[config.mk]
export PLATFORM = sky130hd
export DESIGN_NAME = seq_divider
export DESIGN_NICKNAME = d
export VERILOG_FILES = /design/src/rtl/divider_pkg.sv /design/src/rtl/divider_control.sv /design/src/rtl/seq_divider.sv
export SDC_FILE = /design/constraint.sdc
export NUM_CORES = 1
export LEC_CHECK = 0
export ABC_AREA = 1
export ABC_CLOCK_PERIOD_IN_PS = 5100
export CAP_MARGIN = 0
export CORE_MARGIN = 8
export CORE_UTILIZATION = 45
export CTS_BUF_LIST = sky130_fd_sc_hd__clkbuf_4
export CTS_CLUSTER_DIAMETER = 200
export DETAILED_ROUTE_END_ITERATION = 10
export PLACE_DENSITY = 0.71
export SYNTH_ARGS = -nofsm -noshare
export SYNTH_HDL_FRONTEND = slang
export SYNTH_SLANG_ARGS = --single-unit
[constraint.sdc]
create_clock -name clk -period 5.1 [get_ports clk]
set_clock_uncertainty 0.2 [all_clocks]
set_input_delay 0.51 -clock clk [delete_from_list [all_inputs] [get_ports clk]]
set_output_delay 0.51 -clock clk [all_outputs]
set_load 0.1 [all_outputs]
[src/rtl/divider_pkg.sv]
// Shared types and sizing helpers for the sequential restoring divider.
package divider_pkg;

  typedef enum logic [2:0] {
    WAIT_FOR_START       = 3'd0,
    CHECK_DIVIDE_BY_ZERO = 3'd1,
    SHIFT_LEFT           = 3'd2,
    SHIFT_RIGHT          = 3'd3,
    NO_ERROR             = 3'd4,
    ERROR                = 3'd5
  } state_e;

  localparam int WIDTH_DEFAULT = 8;

  // Shift counter width; must hold WIDTH-1 and never collapse to zero bits.
  function automatic int cnt_w(input int width);
    int w;
    w = $clog2(width);
    if (w < 1) begin
      w = 1;
    end else begin
      w = w;
    end
    return w;
  endfunction

  localparam int CNT_W = cnt_w(WIDTH_DEFAULT);

endpackage

[src/rtl/divider_control.sv]
// Control FSM for seq_divider: sequences normalise (left) and subtract (right) phases.
module divider_control
  import divider_pkg::*;
(
  input  logic clk,
  input  logic reset,
  input  logic start,
  input  logic cnt_is_0,
  input  logic divisor_is_0,
  input  logic dvsr_less_than_dvnd,
  input  logic shifted_divisor_msb,
  output logic error,
  output logic done,
  output logic init,
  output logic left,
  output logic right,
  output logic sub
);

  state_e state_r;
  state_e next_s;

  // State register
  always_ff @(posedge clk or negedge reset) begin
    if (!reset) begin
      state_r <= WAIT_FOR_START;
    end else begin
      state_r <= next_s;
    end
  end

  // Next-state logic; unused encodings fall back to idle
  always_comb begin
    next_s = state_r;
    case (state_r)
      WAIT_FOR_START: begin
        if (start) next_s = CHECK_DIVIDE_BY_ZERO;
        else       next_s = WAIT_FOR_START;
      end
      CHECK_DIVIDE_BY_ZERO: begin
        if (divisor_is_0) next_s = ERROR;
        else              next_s = SHIFT_LEFT;
      end
      SHIFT_LEFT: begin
        if (shifted_divisor_msb || !dvsr_less_than_dvnd) next_s = SHIFT_RIGHT;
        else                                            next_s = SHIFT_LEFT;
      end
      SHIFT_RIGHT: begin
        if (cnt_is_0) next_s = NO_ERROR;
        else          next_s = SHIFT_RIGHT;
      end
      NO_ERROR: next_s = WAIT_FOR_START;
      ERROR:    next_s = WAIT_FOR_START;
      default:  next_s = WAIT_FOR_START;
    endcase
  end

  // Datapath strobes and status outputs
  always_comb begin
    init  = 1'b0;
    left  = 1'b0;
    right = 1'b0;
    sub   = 1'b0;
    done  = 1'b0;
    error = 1'b0;
    case (state_r)
      WAIT_FOR_START: init = start;
      CHECK_DIVIDE_BY_ZERO: init = 1'b0;
      SHIFT_LEFT: left = !shifted_divisor_msb && dvsr_less_than_dvnd;
      SHIFT_RIGHT: begin
        sub   = 1'b1;
        right = !cnt_is_0;
      end
      NO_ERROR: done = 1'b1;
      ERROR: begin
        done  = 1'b1;
        error = 1'b1;
      end
      default: done = 1'b0;
    endcase
  end

endmodule

[src/rtl/seq_divider.sv]
// Sequential unsigned restoring divider: datapath registers and comparators,
// sequenced by divider_control.
module seq_divider
  import divider_pkg::*;
#(
  parameter int WIDTH = WIDTH_DEFAULT
) (
  input  logic             clk,
  input  logic             reset,
  input  logic             start,
  input  logic [WIDTH-1:0] dividend,
  input  logic [WIDTH-1:0] divisor,
  output logic [WIDTH-1:0] quotient,
  output logic [WIDTH-1:0] remainder,
  output logic             done,
  output logic             error
);

  localparam int CW = cnt_w(WIDTH);
  localparam logic [CW-1:0] CNT_ONE = CW'(1'b1);

  logic [WIDTH-1:0] dvsr_r;
  logic [WIDTH-1:0] rem_r;
  logic [WIDTH-1:0] quo_r;
  logic [CW-1:0]    cnt_r;

  logic init_s, left_s, right_s, sub_s;
  logic cnt_is_0_s, divisor_is_0_s, dvsr_le_rem_s, dvsr_msb_s;

  assign cnt_is_0_s     = (cnt_r == '0);
  assign divisor_is_0_s = (dvsr_r == '0);
  // Doubles as "subtraction succeeds" during the right phase
  assign dvsr_le_rem_s  = (dvsr_r <= rem_r);
  assign dvsr_msb_s     = dvsr_r[WIDTH-1];

  divider_control u_control (
    .clk                 (clk),
    .reset               (reset),
    .start               (start),
    .cnt_is_0            (cnt_is_0_s),
    .divisor_is_0        (divisor_is_0_s),
    .dvsr_less_than_dvnd (dvsr_le_rem_s),
    .shifted_divisor_msb (dvsr_msb_s),
    .error               (error),
    .done                (done),
    .init                (init_s),
    .left                (left_s),
    .right               (right_s),
    .sub                 (sub_s)
  );

  // Datapath registers; a zero divisor preloads the all-ones error quotient
  always_ff @(posedge clk or negedge reset) begin
    if (!reset) begin
      dvsr_r <= '0;
      rem_r  <= '0;
      quo_r  <= '0;
      cnt_r  <= '0;
    end else if (init_s) begin
      dvsr_r <= divisor;
      rem_r  <= dividend;
      quo_r  <= (divisor == '0) ? '1 : '0;
      cnt_r  <= '0;
    end else begin
      if (left_s) begin
        dvsr_r <= dvsr_r << 1;
        cnt_r  <= cnt_r + CNT_ONE;
      end else if (right_s) begin
        dvsr_r <= dvsr_r >> 1;
        cnt_r  <= cnt_r - CNT_ONE;
      end
      if (sub_s) begin
        quo_r <= {quo_r[WIDTH-2:0], dvsr_le_rem_s};
        if (dvsr_le_rem_s) begin
          rem_r <= rem_r - dvsr_r;
        end
      end
    end
  end

  assign quotient  = quo_r;
  assign remainder = rem_r;

endmodule

**Word-level counts from Yosys, hierarchy flattened**

Index checks and enable logic that the tools add are counted.

- Add/sub/neg operators: 3
- Order comparisons: 1
- Eq/ne operators: 5
- Muxes and demuxes: 23
- Reductions and logical operators: 14

Operators by type and width:

| operator | count |
|---|---|
| 8-bit 2-to-1 mux | 9 |
| 8-bit logical NOT | 2 |
| 3-bit 2-to-1 mux | 5 |
| 3-bit case mux with 4 select lines | 1 |
| 8-bit <= comparator | 1 |
| 1-bit 2-to-1 mux | 8 |
| 8-bit subtractor | 1 |
| 3-bit by 2-bit == test with 1-bit output (second input constant) | 2 |
| 3-bit == test (second input constant) | 2 |
| 3-bit logical NOT | 2 |
| 2-bit nonzero test | 2 |
| 3-bit by 1-bit adder with 3-bit output (second input constant) | 1 |
| 3-bit by 1-bit == test with 1-bit output (second input constant) | 1 |
| 1-bit logical NOT | 3 |
| 3-bit nonzero test | 1 |
| 3-bit by 1-bit subtractor with 3-bit output (second input constant) | 1 |
| 2-bit AND reduction | 1 |
| 2-bit OR reduction | 1 |
| 1-bit logical AND | 1 |
| 1-bit logical OR | 1 |

- Register bits after elaboration: 30
- Input bits: 19
- Output and inout port bits: 18
- Logic and storage cells: 51

**Logic depth before layout (Yosys ltp)**

Gate-level depths: netlist (run 1).

- Depth after elaboration: 6
- Mapped depth: 20
- Depth with buffers taken out: 19

**Modules after synthesis**

A second synthesis (run 1) with hierarchy kept.

- Cells, all modules: 264
- Area total of the unflattened synthesis: 1,985.7 um^2

Modules (own cells, without submodules):

| module | times used | cells an instance | area an instance (um^2) | sequential area each (um^2) |
|---|---|---|---|---|
| seq_divider | 1 | 235 | 1,790.5 | 675.6 |
| divider_control | 1 | 29 | 195.2 | 75.1 |

**Worst setup path after synthesis (run 1)**

No wires, ideal clock.

- Path kind: register to output
- Start point: reg u_control.state_r[0]
- End point: out error
- Data arrival time: 2.542 ns
- Required time: 4.390 ns
- Setup slack: 1.848 ns
- Cell stages (with the launch flop): 3
- Buffers on the path: 0
- Cells stage by stage: dfrtp_1 > inv_2 > nor3_1

- Cells in the longest elaborated chain, start to end: 2

Ends and longest elaborated chain:

| item | line | source |
|---|---|---|
| start: declaration | divider_control.sv:20 | `state_e state_r;` |
| start signal: assignment | divider_control.sv:28 | `state_r <= next_s;` |
| 3-bit == test | divider_control.sv:66 | `case (state_r)` |
| 1-bit 2-to-1 mux | divider_control.sv:66 |  |
| end: declaration | seq_divider.sv:16 | `output logic error` |

Every way passes these cells.

**Worst setup path in the final report (run 1)**

- Start point: reg rem_r[0], in the netlist remainder[0]
- End point: reg cnt_r[2]

- Cells in the longest elaborated chain, start to end: 5
- Elaborated cells between the ends (all ways): 6
- Those cells by class: order compare: 1; mux: 3; reduce/logical: 2

Ends and longest elaborated chain:

| item | line | source |
|---|---|---|
| start: declaration | seq_divider.sv:23 | `logic [WIDTH-1:0] rem_r;` |
| start signal: assignment | seq_divider.sv:61 | `rem_r <= dividend;` |
| start signal: assignment | seq_divider.sv:75 | `rem_r <= rem_r - dvsr_r;` |
| 8-bit <= comparator (*) | seq_divider.sv:33 | `assign dvsr_le_rem_s = (dvsr_r <= rem_r);` |
| 1-bit logical AND (*) | divider_control.sv:69 | `SHIFT_LEFT: left = !shifted_divisor_msb && dvsr_less_than_dvnd;` |
| 1-bit 2-to-1 mux (*) | divider_control.sv:66 |  |
| 3-bit 2-to-1 mux | seq_divider.sv:65 | `if (left_s) begin` |
| 3-bit 2-to-1 mux | seq_divider.sv:59 | `end else if (init_s) begin` |
| end signal: assignment | seq_divider.sv:67 | `cnt_r <= cnt_r + CNT_ONE;` |
| end signal: assignment | seq_divider.sv:70 | `cnt_r <= cnt_r - CNT_ONE;` |
| end: declaration | seq_divider.sv:25 | `logic [CW-1:0] cnt_r;` |

Mark *: on every way between the ends. The rest lies on a longest branch, timed or not.
A chain may end at the register's enable or synchronous reset.

==> results.toml, run 1 <==
[status]
status = "finished clean"

[routing]
first_pass_iters = 4
remaining_drc_errors = 0
route.detailed.vias_per_inst = 5.159
routed_wl_um = 4854
detail_route.wl_per_cell_um = 13.99
antenna_violating_nets_post_route = 0
routed-via-count = 1790
dr.first_iter.drc_count = 128

[global_route]
pin_count_of_the_biggest_net_entering_global_routing = 31
overflow = 0
grt_pass1_wl_um = 8093
initial_antenna_violation_count = 0
grt_pass1_vias = 1765
grtUsageTotal_pct = 15.52

[final_layout]
final_cell_count_no_fill = 347
flow.area_growth_from_synthesis_pct = 23.13
final_cell_area_um2 = 2425
final_util_pct = 56.47
design.final.nets = 323
antenna_cells_inserted = 0
drive_gt1_share_pct = 10.51

[sta]
setup_viol = 0
grt_setup_unrepaired = "no"
final.period_utilization_pct = 56.87
report.final.hold_viol_count = 0
max_slew.worst_pin.slew_ns = 0.9977
finalCriticalPeriod_ns = 2.900
max_freq_mhz = 344.8
timing.final.max_slew_violations = 0
worst_slew_margin_rel_pct = 33.28
sum_neg_setup_slack_ns = 0

[synthesis]
number_of_flops_mapped_to_enable_cells_by_yosys = 0
share_of_synthesized_area_occupied_by_flip_flops_and_latches_pct = 38.12
synth.yosys.warnings = 0
number_of_instances_in_the_synthesized_netlist = 255
post_synth.cell_area_avg_um2 = 7.723
post_syn_nets = 284
synth_top_flop_cell = "sky130_fd_sc_hd__dfrtp_1"
async_flop_share_pct = 100.0
syn-cell-area_um2 = 1969
synth_cell_type_count = 38
ys_seq_elements = 30

[die]
initial_core_util_pct = 45.86
io_pins = 37
die_y_um = 82.16
area_enclosed_by_the_die_boundary_um2 = 6749
std_cell_rows = 24
die_width_um = 82.16
area_of_the_core_region_um2 = 4294

[clocking]
cts_tree = "done"
postCtsResizedCells = 0
clk_transition_reported_paths_ns = 0.11
cts_buffers = 5
clock_insertion_delay_worst_skew_ns = 0.33
cts_max_path_buffers = 2
cts_hold_buf = 0
clk_root_buffer_cell = "sky130_fd_sc_hd__clkbuf_4"
clk_sinks = 30
clock_tree.htree_level_count = 2
postCtsSetupRepairBufs = 0

[critical_path]
cp.required_ns = 5.12
worstSetupEndpointType = "register"
ordered_list_of_cells_on_the_worst_path = "inv_1 -> ha_1 -> fa_1 -> inv_1 -> nand2_1 -> nand2_1 -> nand3_1 -> nand3_2 -> nand3_2 -> inv_1 -> nand2_1 -> nand2_1 -> inv_1 -> ha_1 -> a21oi_1 -> nand2_1 -> nand3_1 -> nand2_1"
wp_data_arrival_ns = 2.92
path_delay_family = "simple AND/OR/NAND/NOR gates"
worstPathMaxFanout = 20
timing.critical_path.from_type = "register"
crit_buf_inv = 4
path_class = "register to register"
cpPeakStageDelay_ns = 0.37
critPathMostFrequentCell = "sky130_fd_sc_hd__nand2_1"
slowest_stage = "sky130_fd_sc_hd__dfrtp_1"

[placement]
placed_cells = 339
port_buffers = 36
dp_hpwl_um = 3652
dpl_cell_area_um2 = 2371
globalplace.congestion = 0.8732

[hold_path]
hold_path_class = "register to register"

[job]
max-cap-violations = 0
-- registers in the layout, indices dropped and copies added, names as in the netlist --
signal / cells
u_control.state_r: 3
quotient: 8
cnt_r: 3
remainder: 8
dvsr_r: 8
-- path summary, 6_finish.rpt --
check | slack (ns) | cells after the start | startpoint | endpoint
setup / recovery | 2.20 | 18 | remainder[0] | cnt_r[2]
hold / removal | 0.32 | 1 | cnt_r[0] | cnt_r[0]
setup reg to reg | 2.20 | 18 | remainder[0] | cnt_r[2]
hold reg to reg | 0.32 | 1 | cnt_r[0] | cnt_r[0]
max in group asynchronous | 4.03 | 2 | reset | cnt_r[2]
min in group asynchronous | 0.36 | 2 | reset | remainder[2]
-- metal layers --
metal  part of all wire [%]  track usage (%)  vias up
met4                   0.89            6.842        0
met2                     48            25.97       37
met3                    4.4            2.706        4
met1                     47            19.15      827
met5                      0                0        -
li1                       -                -      922
-- synthesized netlist by cell type, types with 3 or more instances --
library cell | count | area (µm²)
sky130_fd_sc_hd__o221ai_1 | 4 | 35.03
sky130_fd_sc_hd__o211ai_1 | 10 | 75.07
sky130_fd_sc_hd__nor2_1 | 20 | 75.07
sky130_fd_sc_hd__o21ai_0 | 9 | 45.04
sky130_fd_sc_hd__o21ai_1 | 7 | 35.03
sky130_fd_sc_hd__inv_2 | 5 | 18.77
sky130_fd_sc_hd__ha_1 | 9 | 112.6
sky130_fd_sc_hd__o21ai_2 | 4 | 35.03
sky130_fd_sc_hd__dfrtp_1 | 30 | 750.7
sky130_fd_sc_hd__nand4_1 | 4 | 25.02
sky130_fd_sc_hd__nand2_1 | 64 | 240.2
sky130_fd_sc_hd__o22ai_1 | 3 | 18.77
sky130_fd_sc_hd__a21oi_1 | 8 | 40.04
sky130_fd_sc_hd__nand3_1 | 10 | 50.05
sky130_fd_sc_hd__inv_1 | 36 | 135.1
-- cell type report --
type,count,area (µm²)
clock buffers,6,45.04
repair buffers,37,367.9
multi-input cells,177,1023
clock inverters,2,8.758
flip-flops and latches,30,750.7
fillers,414,1869
inverters,43,163.9
well taps,52,65.06
-- cells by family (layout without fill, tap and decap cells) --
| kind of cell | count (synthesis) | count (layout) | share of synthesized area [%] |
|---|---|---|---|
| compound gates | 52 | 52 | 17.47 |
| buf+inv | 48 | 88 | 9.911 |
| fa+ha+maj | 10 | 10 | 6.735 |
| flops | 30 | 30 | 38.12 |
| simple gates | 112 | 112 | 26.43 |
| xor+xnor | 3 | 3 | 1.334 |
-- worst reg2reg max path: stages (launching register included) --
cell and delay [ns]:
sky130_fd_sc_hd__dfrtp_1 0.37, sky130_fd_sc_hd__inv_1 0.06, sky130_fd_sc_hd__ha_1 0.21, sky130_fd_sc_hd__fa_1 0.36
sky130_fd_sc_hd__inv_1 0.07, sky130_fd_sc_hd__nand2_1 0.06, sky130_fd_sc_hd__nand2_1 0.07, sky130_fd_sc_hd__nand3_1 0.08
sky130_fd_sc_hd__nand3_2 0.15, sky130_fd_sc_hd__nand3_2 0.35, sky130_fd_sc_hd__inv_1 0.14, sky130_fd_sc_hd__nand2_1 0.07
sky130_fd_sc_hd__nand2_1 0.06, sky130_fd_sc_hd__inv_1 0.04, sky130_fd_sc_hd__ha_1 0.18, sky130_fd_sc_hd__a21oi_1 0.14
sky130_fd_sc_hd__nand2_1 0.07, sky130_fd_sc_hd__nand3_1 0.07, sky130_fd_sc_hd__nand2_1 0.05
-- metrics by stage --
stage	worst slack (ns)	hold slack (ns)
finish	2.200	0.3223
global route	1.889	0.3379
CTS	2.184	0.3169
detailed placement	2.247	0.3036
global placement	2.364	0.2979
floorplan	1.848	0.01441
-- layout by cell type (no fill, tap or decap), types with 2 or more instances in the layout --
master / Yosys / routed
sky130_fd_sc_hd__nand2_2: 2 / 2
sky130_fd_sc_hd__xor2_1: 2 / 2
sky130_fd_sc_hd__nand2_1: 64 / 64
sky130_fd_sc_hd__dfrtp_1: 30 / 30
sky130_fd_sc_hd__o21bai_1: 2 / 2
sky130_fd_sc_hd__nor2_2: 2 / 2
sky130_fd_sc_hd__o21ai_1: 7 / 7
sky130_fd_sc_hd__ha_1: 9 / 9
sky130_fd_sc_hd__nand4_1: 4 / 4
sky130_fd_sc_hd__inv_2: 5 / 5
sky130_fd_sc_hd__nand3_1: 10 / 10
sky130_fd_sc_hd__nor4_1: 2 / 2
sky130_fd_sc_hd__o21ai_0: 9 / 9
sky130_fd_sc_hd__a31oi_1: 2 / 2
sky130_fd_sc_hd__o21ai_2: 4 / 4
sky130_fd_sc_hd__inv_1: 36 / 36
sky130_fd_sc_hd__nor2_1: 20 / 20
sky130_fd_sc_hd__o22ai_1: 3 / 3
sky130_fd_sc_hd__clkbuf_4: 0 / 6
sky130_fd_sc_hd__o221ai_1: 4 / 4
sky130_fd_sc_hd__a21oi_1: 8 / 8
sky130_fd_sc_hd__clkdlybuf4s50_1: 0 / 36
sky130_fd_sc_hd__nand3_4: 2 / 2
sky130_fd_sc_hd__nand3_2: 2 / 2
sky130_fd_sc_hd__o211ai_1: 10 / 10
sky130_fd_sc_hd__clkinv_1: 1 / 2
Power of run 1 is left out: the tool's default activity adds up to more than one toggle a clock period on the data nets, which glitch-free logic cannot reach.
==> inputs of run 2 (changes only) <==
- ABC_CLOCK_PERIOD_IN_PS: 5100 -> 2400
- PLACE_DENSITY: 0.71 -> 0.73
- clock period: 5.1 -> 2.4 ns (I/O delays scaled with it)
==> results.toml, run 2 (synthesized netlist as in run 1, its figures left out) <==
[routing]
routed-via-count = 1836
detail_route.wl_per_cell_um = 13.92
first_pass_iters = 4
route.detailed.vias_per_inst = 5.114
remaining_drc_errors = 0
dr.first_iter.drc_count = 169
antenna_violating_nets_post_route = 0
routed_wl_um = 4998

[placement]
placed_cells = 346
dp_hpwl_um = 3715
port_buffers = 36
globalplace.congestion = 0.8509

[critical_path]
critPathMostFrequentCell = "sky130_fd_sc_hd__nand2_1"
timing.reg2reg.worst_path_depth = 18
setup.reg_to_reg.worst_slack_ns = 0.02
regToRegStartpoint = "remainder[0]"
cpPeakStageDelay_ns = 0.44
cp.required_ns = 2.44
timing.critical_path.from_type = "register"
crit_buf_inv = 4
path_delay_family = "simple AND/OR/NAND/NOR gates"
worstPathMaxFanout = 4
ordered_list_of_cells_on_the_worst_path = "inv_4 -> ha_4 -> fa_2 -> inv_2 -> nand2_2 -> nand2_2 -> nand3_2 -> nand3_4 -> nand3_4 -> inv_2 -> nand2_1 -> nand2_1 -> inv_1 -> ha_2 -> a21oi_2 -> nand2_1 -> nand3_1 -> nand2_1"
path_class = "register to register"
worstSetupEndpointType = "register"
slowest_stage = "sky130_fd_sc_hd__dfrtp_4"
timing.rr.end = "cnt_r[2]"
wp_data_arrival_ns = 2.42

[final_layout]
design.final.nets = 335
fillers = 401
multi_input_comb_area_um2 = 1114
flow.area_growth_from_synthesis_pct = 33.67
layout.cells.most_common = "sky130_fd_sc_hd__nand2_1"
antenna_cells_inserted = 0
drive_gt1_share_pct = 27.69
layout_common_cells = "sky130_fd_sc_hd__nand2_1, sky130_fd_sc_hd__inv_1, sky130_fd_sc_hd__buf_4"
final_cell_count_no_fill = 359
register_area_um2 = 765.7

[global_route]
overflow = 0
grtUsageTotal_pct = 15.72
grt_pass1_vias = 1728
pin_count_of_the_biggest_net_entering_global_routing = 31
initial_antenna_violation_count = 0
grt_pass1_wl_um = 8169

[die]
area_enclosed_by_the_die_boundary_um2 = 6749
die_y_um = 82.16
initial_core_util_pct = 45.86
area_of_the_core_region_um2 = 4294
io_pins = 37
die_width_um = 82.16
std_cell_rows = 24

[clocking]
cts_buffers = 5
clk_root_buffer_cell = "sky130_fd_sc_hd__clkbuf_4"
clock_tree.htree_level_count = 2
clk_transition_reported_paths_ns = 0.10
cts_tree = "done"
clk_sinks = 30
clock_insertion_delay_worst_skew_ns = 0.34
cts_max_path_buffers = 2
cts_hold_buf = 0

[sta]
report.final.hold_viol_count = 0
worst_slew_margin_rel_pct = 68.90
sum_neg_setup_slack_ns = 0
grt_setup_unrepaired = "yes"
finalCriticalPeriod_ns = 2.378
setup_viol = 0
timing.hold.ws_ns = 0.07682
final.period_utilization_pct = 99.10
max_slew.worst_pin.slew_ns = 0.4640
timing.final.max_slew_violations = 0
max_freq_mhz = 420.5

[hold_path]
hold_path_class = "input pin to asynchronous set/reset pin"

[job]
max-cap-violations = 0

[status]
status = "finished clean"
## run 2: cell types whose count changed in the layout (fill, tap and decap cells not counted), moves of 2 or more
cell / before / now
sky130_fd_sc_hd__inv_2: 5 / 7
sky130_fd_sc_hd__dfrtp_4: 0 / 2
sky130_fd_sc_hd__nand2_2: 2 / 5
sky130_fd_sc_hd__inv_1: 36 / 33
sky130_fd_sc_hd__ha_1: 9 / 5
sky130_fd_sc_hd__dfrtp_1: 30 / 22
sky130_fd_sc_hd__nand3_4: 2 / 4
sky130_fd_sc_hd__buf_6: 0 / 2
sky130_fd_sc_hd__ha_4: 0 / 3
sky130_fd_sc_hd__buf_4: 1 / 29
sky130_fd_sc_hd__bufinv_16: 0 / 2
sky130_fd_sc_hd__dfrtp_2: 0 / 6
sky130_fd_sc_hd__clkdlybuf4s50_1: 36 / 18
sky130_fd_sc_hd__nand2_1: 64 / 60
## run 2: layout make-up
type / instances / share of cell area, %
clock inverters: 3 / 2.424
repair buffers: 49 / 15.97
flip-flops and latches: 30 / 29.09
multi-input cells: 177 / 42.30
well taps: 52 / 2.471
clock buffers: 5 / 1.426
inverters: 43 / 6.321
## run 2: worst max path at each step
stage | from | to | depth (start not counted)
2_1_floorplan | remainder[0] | cnt_r[2] | 19
3_3_place_gp | dvsr_r[0] | cnt_r[2] | 17
3_5_place_dp | remainder[0] | cnt_r[2] | 18
4_1_cts | remainder[0] | cnt_r[2] | 18
5_1_grt | remainder[0] | cnt_r[2] | 18
6_report | remainder[0] | cnt_r[2] | 18
## run 2: routing by layer
metal / part of all wire, % / track usage [%] / up-vias
met2: 47 / 23.84 / 46
li1: - / - / 941
met1: 46 / 20.85 / 843
met5: 0 / 0 / -
met4: 1.4 / 5.263 / 0
met3: 5.6 / 4.762 / 6
## run 2: timing repair
item	CTS	global route
endpoints found under the setup margin	1	17
gates resized for setup	0	18
setup buffers	2	4
pin swaps	1	5
## run 2: stage by stage
stage | worst slack [ns] | utilization (%) | area [µm²]
finish | 0.02162 | 61.31 | 2633
global route | -0.1165 | 61.31 | 2633
CTS | 0.006586 | 58.97 | 2532
detailed placement | -0.001193 | 56.26 | 2416
global placement | 0.08975 | 56.26 | 2416
floorplan | -0.2477 | - | 2013
Power of run 2 is left out for the same reason.
==> inputs of run 3 (changes only) <==
- CTS_CLUSTER_SIZE: not set -> 25
- SYNTH_HIERARCHICAL: not set -> 1
==> results.toml, run 3 <==
[status]
status = "complete, but fails checks"
failed_checks = "negative setup slack"

[clocking]
cts_buffers = 5
clk_sinks = 30
cts_tree = "done"
clk_transition_reported_paths_ns = 0.11
cts_max_path_buffers = 2
clock_tree.htree_level_count = 2
clock_insertion_delay_worst_skew_ns = 0.34
clk_root_buffer_cell = "sky130_fd_sc_hd__clkbuf_4"
cts_hold_buf = 0

[synthesis]
synth.yosys.warnings = 6
synthMostInstantiatedCell = "sky130_fd_sc_hd__nand2_1"
top_cell_type_s_share_of_synthesized_area_pct = 37.81
share_of_synthesized_area_occupied_by_flip_flops_and_latches_pct = 37.81
number_of_flops_mapped_to_enable_cells_by_yosys = 0
async_flop_share_pct = 100.0
synth_top_flop_cell = "sky130_fd_sc_hd__dfrtp_1"
dominant_cells_by_area_after_synthesis = "sky130_fd_sc_hd__dfrtp_1, sky130_fd_sc_hd__nand2_1, sky130_fd_sc_hd__inv_1, sky130_fd_sc_hd__nand3_1, sky130_fd_sc_hd__o211ai_1"
ys_seq_elements = 30
syn-cell-area_um2 = 1986
ys_top_cells_by_count = "sky130_fd_sc_hd__nand2_1, sky130_fd_sc_hd__inv_1, sky130_fd_sc_hd__dfrtp_1"
number_of_instances_in_the_synthesized_netlist = 264
post_synth.cell_area_avg_um2 = 7.521
post_syn_nets = 293
yosys.area.top_type = "sky130_fd_sc_hd__dfrtp_1"
synth_cell_type_count = 32

[die]
area_of_the_core_region_um2 = 4294
area_enclosed_by_the_die_boundary_um2 = 6794
io_pins = 37
die_width_um = 82.43
die_y_um = 82.43
initial_core_util_pct = 46.24
std_cell_rows = 24

[final_layout]
final_cell_area_um2 = 2796
layout.cells.most_common = "sky130_fd_sc_hd__nand2_1"
final_cell_count_no_fill = 396
fillers = 377
layout_common_cells = "sky130_fd_sc_hd__nand2_1, sky130_fd_sc_hd__buf_4, sky130_fd_sc_hd__inv_1"
drive_gt1_share_pct = 30.23
antenna_cells_inserted = 0
flow.area_growth_from_synthesis_pct = 40.83
design.final.nets = 372

[sta]
grt_setup_unrepaired = "yes"
max_freq_mhz = 381.0
max_slew.worst_pin.slew_ns = 0.4702
final.period_utilization_pct = 109.4
report.final.hold_viol_count = 0
setup_viol = 11
final_critical_path_setup_slack_ns = -0.2248
worst_slew_margin_rel_pct = 68.36
timing.final.max_slew_violations = 0
finalCriticalPeriod_ns = 2.625

[critical_path]
ordered_list_of_cells_on_the_worst_path = "inv_2 -> ha_4 -> fa_2 -> inv_2 -> nand2_2 -> nand2_2 -> nand2_2 -> nand2_2 -> nand2_2 -> nand2_4 -> inv_4 -> nor3_4 -> buf_6 -> fa_1 -> o22ai_1"
slowest_stage = "sky130_fd_sc_hd__dfrtp_4"
path_delay_family = "adder cells"
worstPathMaxFanout = 3
timing.critical_path.from_type = "register"
wp_data_arrival_ns = 2.69
cp.required_ns = 2.47
critPathMostFrequentCell = "sky130_fd_sc_hd__nand2_2"
path_class = "register to register"
crit_buf_inv = 4
cpPeakStageDelay_ns = 0.43
worstSetupEndpointType = "register"

[global_route]
grtUsageTotal_pct = 17.14
initial_antenna_violation_count = 0
grt_pass1_vias = 1896
overflow = 0
pin_count_of_the_biggest_net_entering_global_routing = 31
grt_pass1_wl_um = 8990

[hold_path]
hold_path_class = "input pin to asynchronous set/reset pin"

[placement]
port_buffers = 36
dpl_cell_area_um2 = 2591
placed_cells = 374
globalplace.congestion = 0.9400
dp_hpwl_um = 3989

[routing]
detail_route.wl_per_cell_um = 14.14
routed_wl_um = 5598
remaining_drc_errors = 0
route.detailed.vias_per_inst = 5.245
dr.first_iter.drc_count = 104
routed-via-count = 2077
antenna_violating_nets_post_route = 0
first_pass_iters = 4

[job]
max-cap-violations = 0
[run 3: changes by cell type in the layout (fill, tap and decap cells not counted), moves of 4 or more]
cell,before,now
sky130_fd_sc_hd__inv_1,33,40
sky130_fd_sc_hd__o21ai_2,5,1
sky130_fd_sc_hd__buf_4,29,56
sky130_fd_sc_hd__o211ai_1,10,14
sky130_fd_sc_hd__nor2_1,20,16
sky130_fd_sc_hd__a21oi_1,7,3
sky130_fd_sc_hd__nand3_4,4,0
sky130_fd_sc_hd__nand3_1,9,21
[run 3: cell type report]
type	instances	area [µm²]	area share, %
Clock buffer	5	37.54	1.342
Clock inverter	3	16.27	0.5817
Inverter	46	177.7	6.353
Multi-Input combinational cell	182	1094	39.11
Sequential cell	30	764.5	27.34
Tap cell	52	65.06	2.327
Timing Repair Buffer	77	634.4	22.68
Timing Repair inverter	1	7.507	0.2685
[run 3: kinds of logic (layout without fill, tap and decap cells)]
group                    after synthesis  in the layout  share of synthesized area, %
AO/OA/AOI/OAI                         43             43                         14.05
adder cells (fa/ha/maj)               10             10                         7.058
buffers and inverters                 52            132                         10.33
XOR/XNOR                               4              4                         1.765
flip-flops                            30             30                         37.81
AND/OR/NAND/NOR                      125            125                         28.99
[run 3: final timing paths]
check,from,slack [ns],depth (start not counted),endpoint
worst max-delay path,remainder[0],-0.22,15,cnt_r[1]
worst min-delay path,reset,0.09,2,dvsr_r[4]
worst max register to register,remainder[0],-0.22,15,cnt_r[1]
worst min register to register,quotient[7],0.34,2,quotient[7]
max in group asynchronous,reset,1.60,2,remainder[7]
min in group clk,dividend[7],0.27,3,remainder[7]
[run 3: through the flow]
step	TNS, ns	worst slack, ns	hold slack (ns)	utilization (%)
after floorplan	-3.307	-0.3344	-0.2556	-
after global placement	-0.5491	-0.08926	0.3141	60.34
after detailed placement	-1.586	-0.2057	0.3171	60.34
after CTS	-0.7319	-0.1061	0.09694	63.02
after global routing	-3.375	-0.3403	0.1037	65.12
final	-1.490	-0.2248	0.08588	65.12
[run 3: what timing repair did]
item,CTS,global route
buffers inserted,5,8
pin swaps,0,10
resized for setup,10,12
setup endpoints to repair,11,13
cloned,1,0
[run 3: layer usage]
metal	global-route usage [%]	routed length, µm	up-vias	part of all wire, %
met3	4.654	409	8	7.3
met2	27.49	2650	55	47
met5	0	0	-	0
met1	21.20	2429	991	43
met4	7.193	108	0	1.9
li1	-	-	1023	-
Power of run 3 is left out for the same reason.
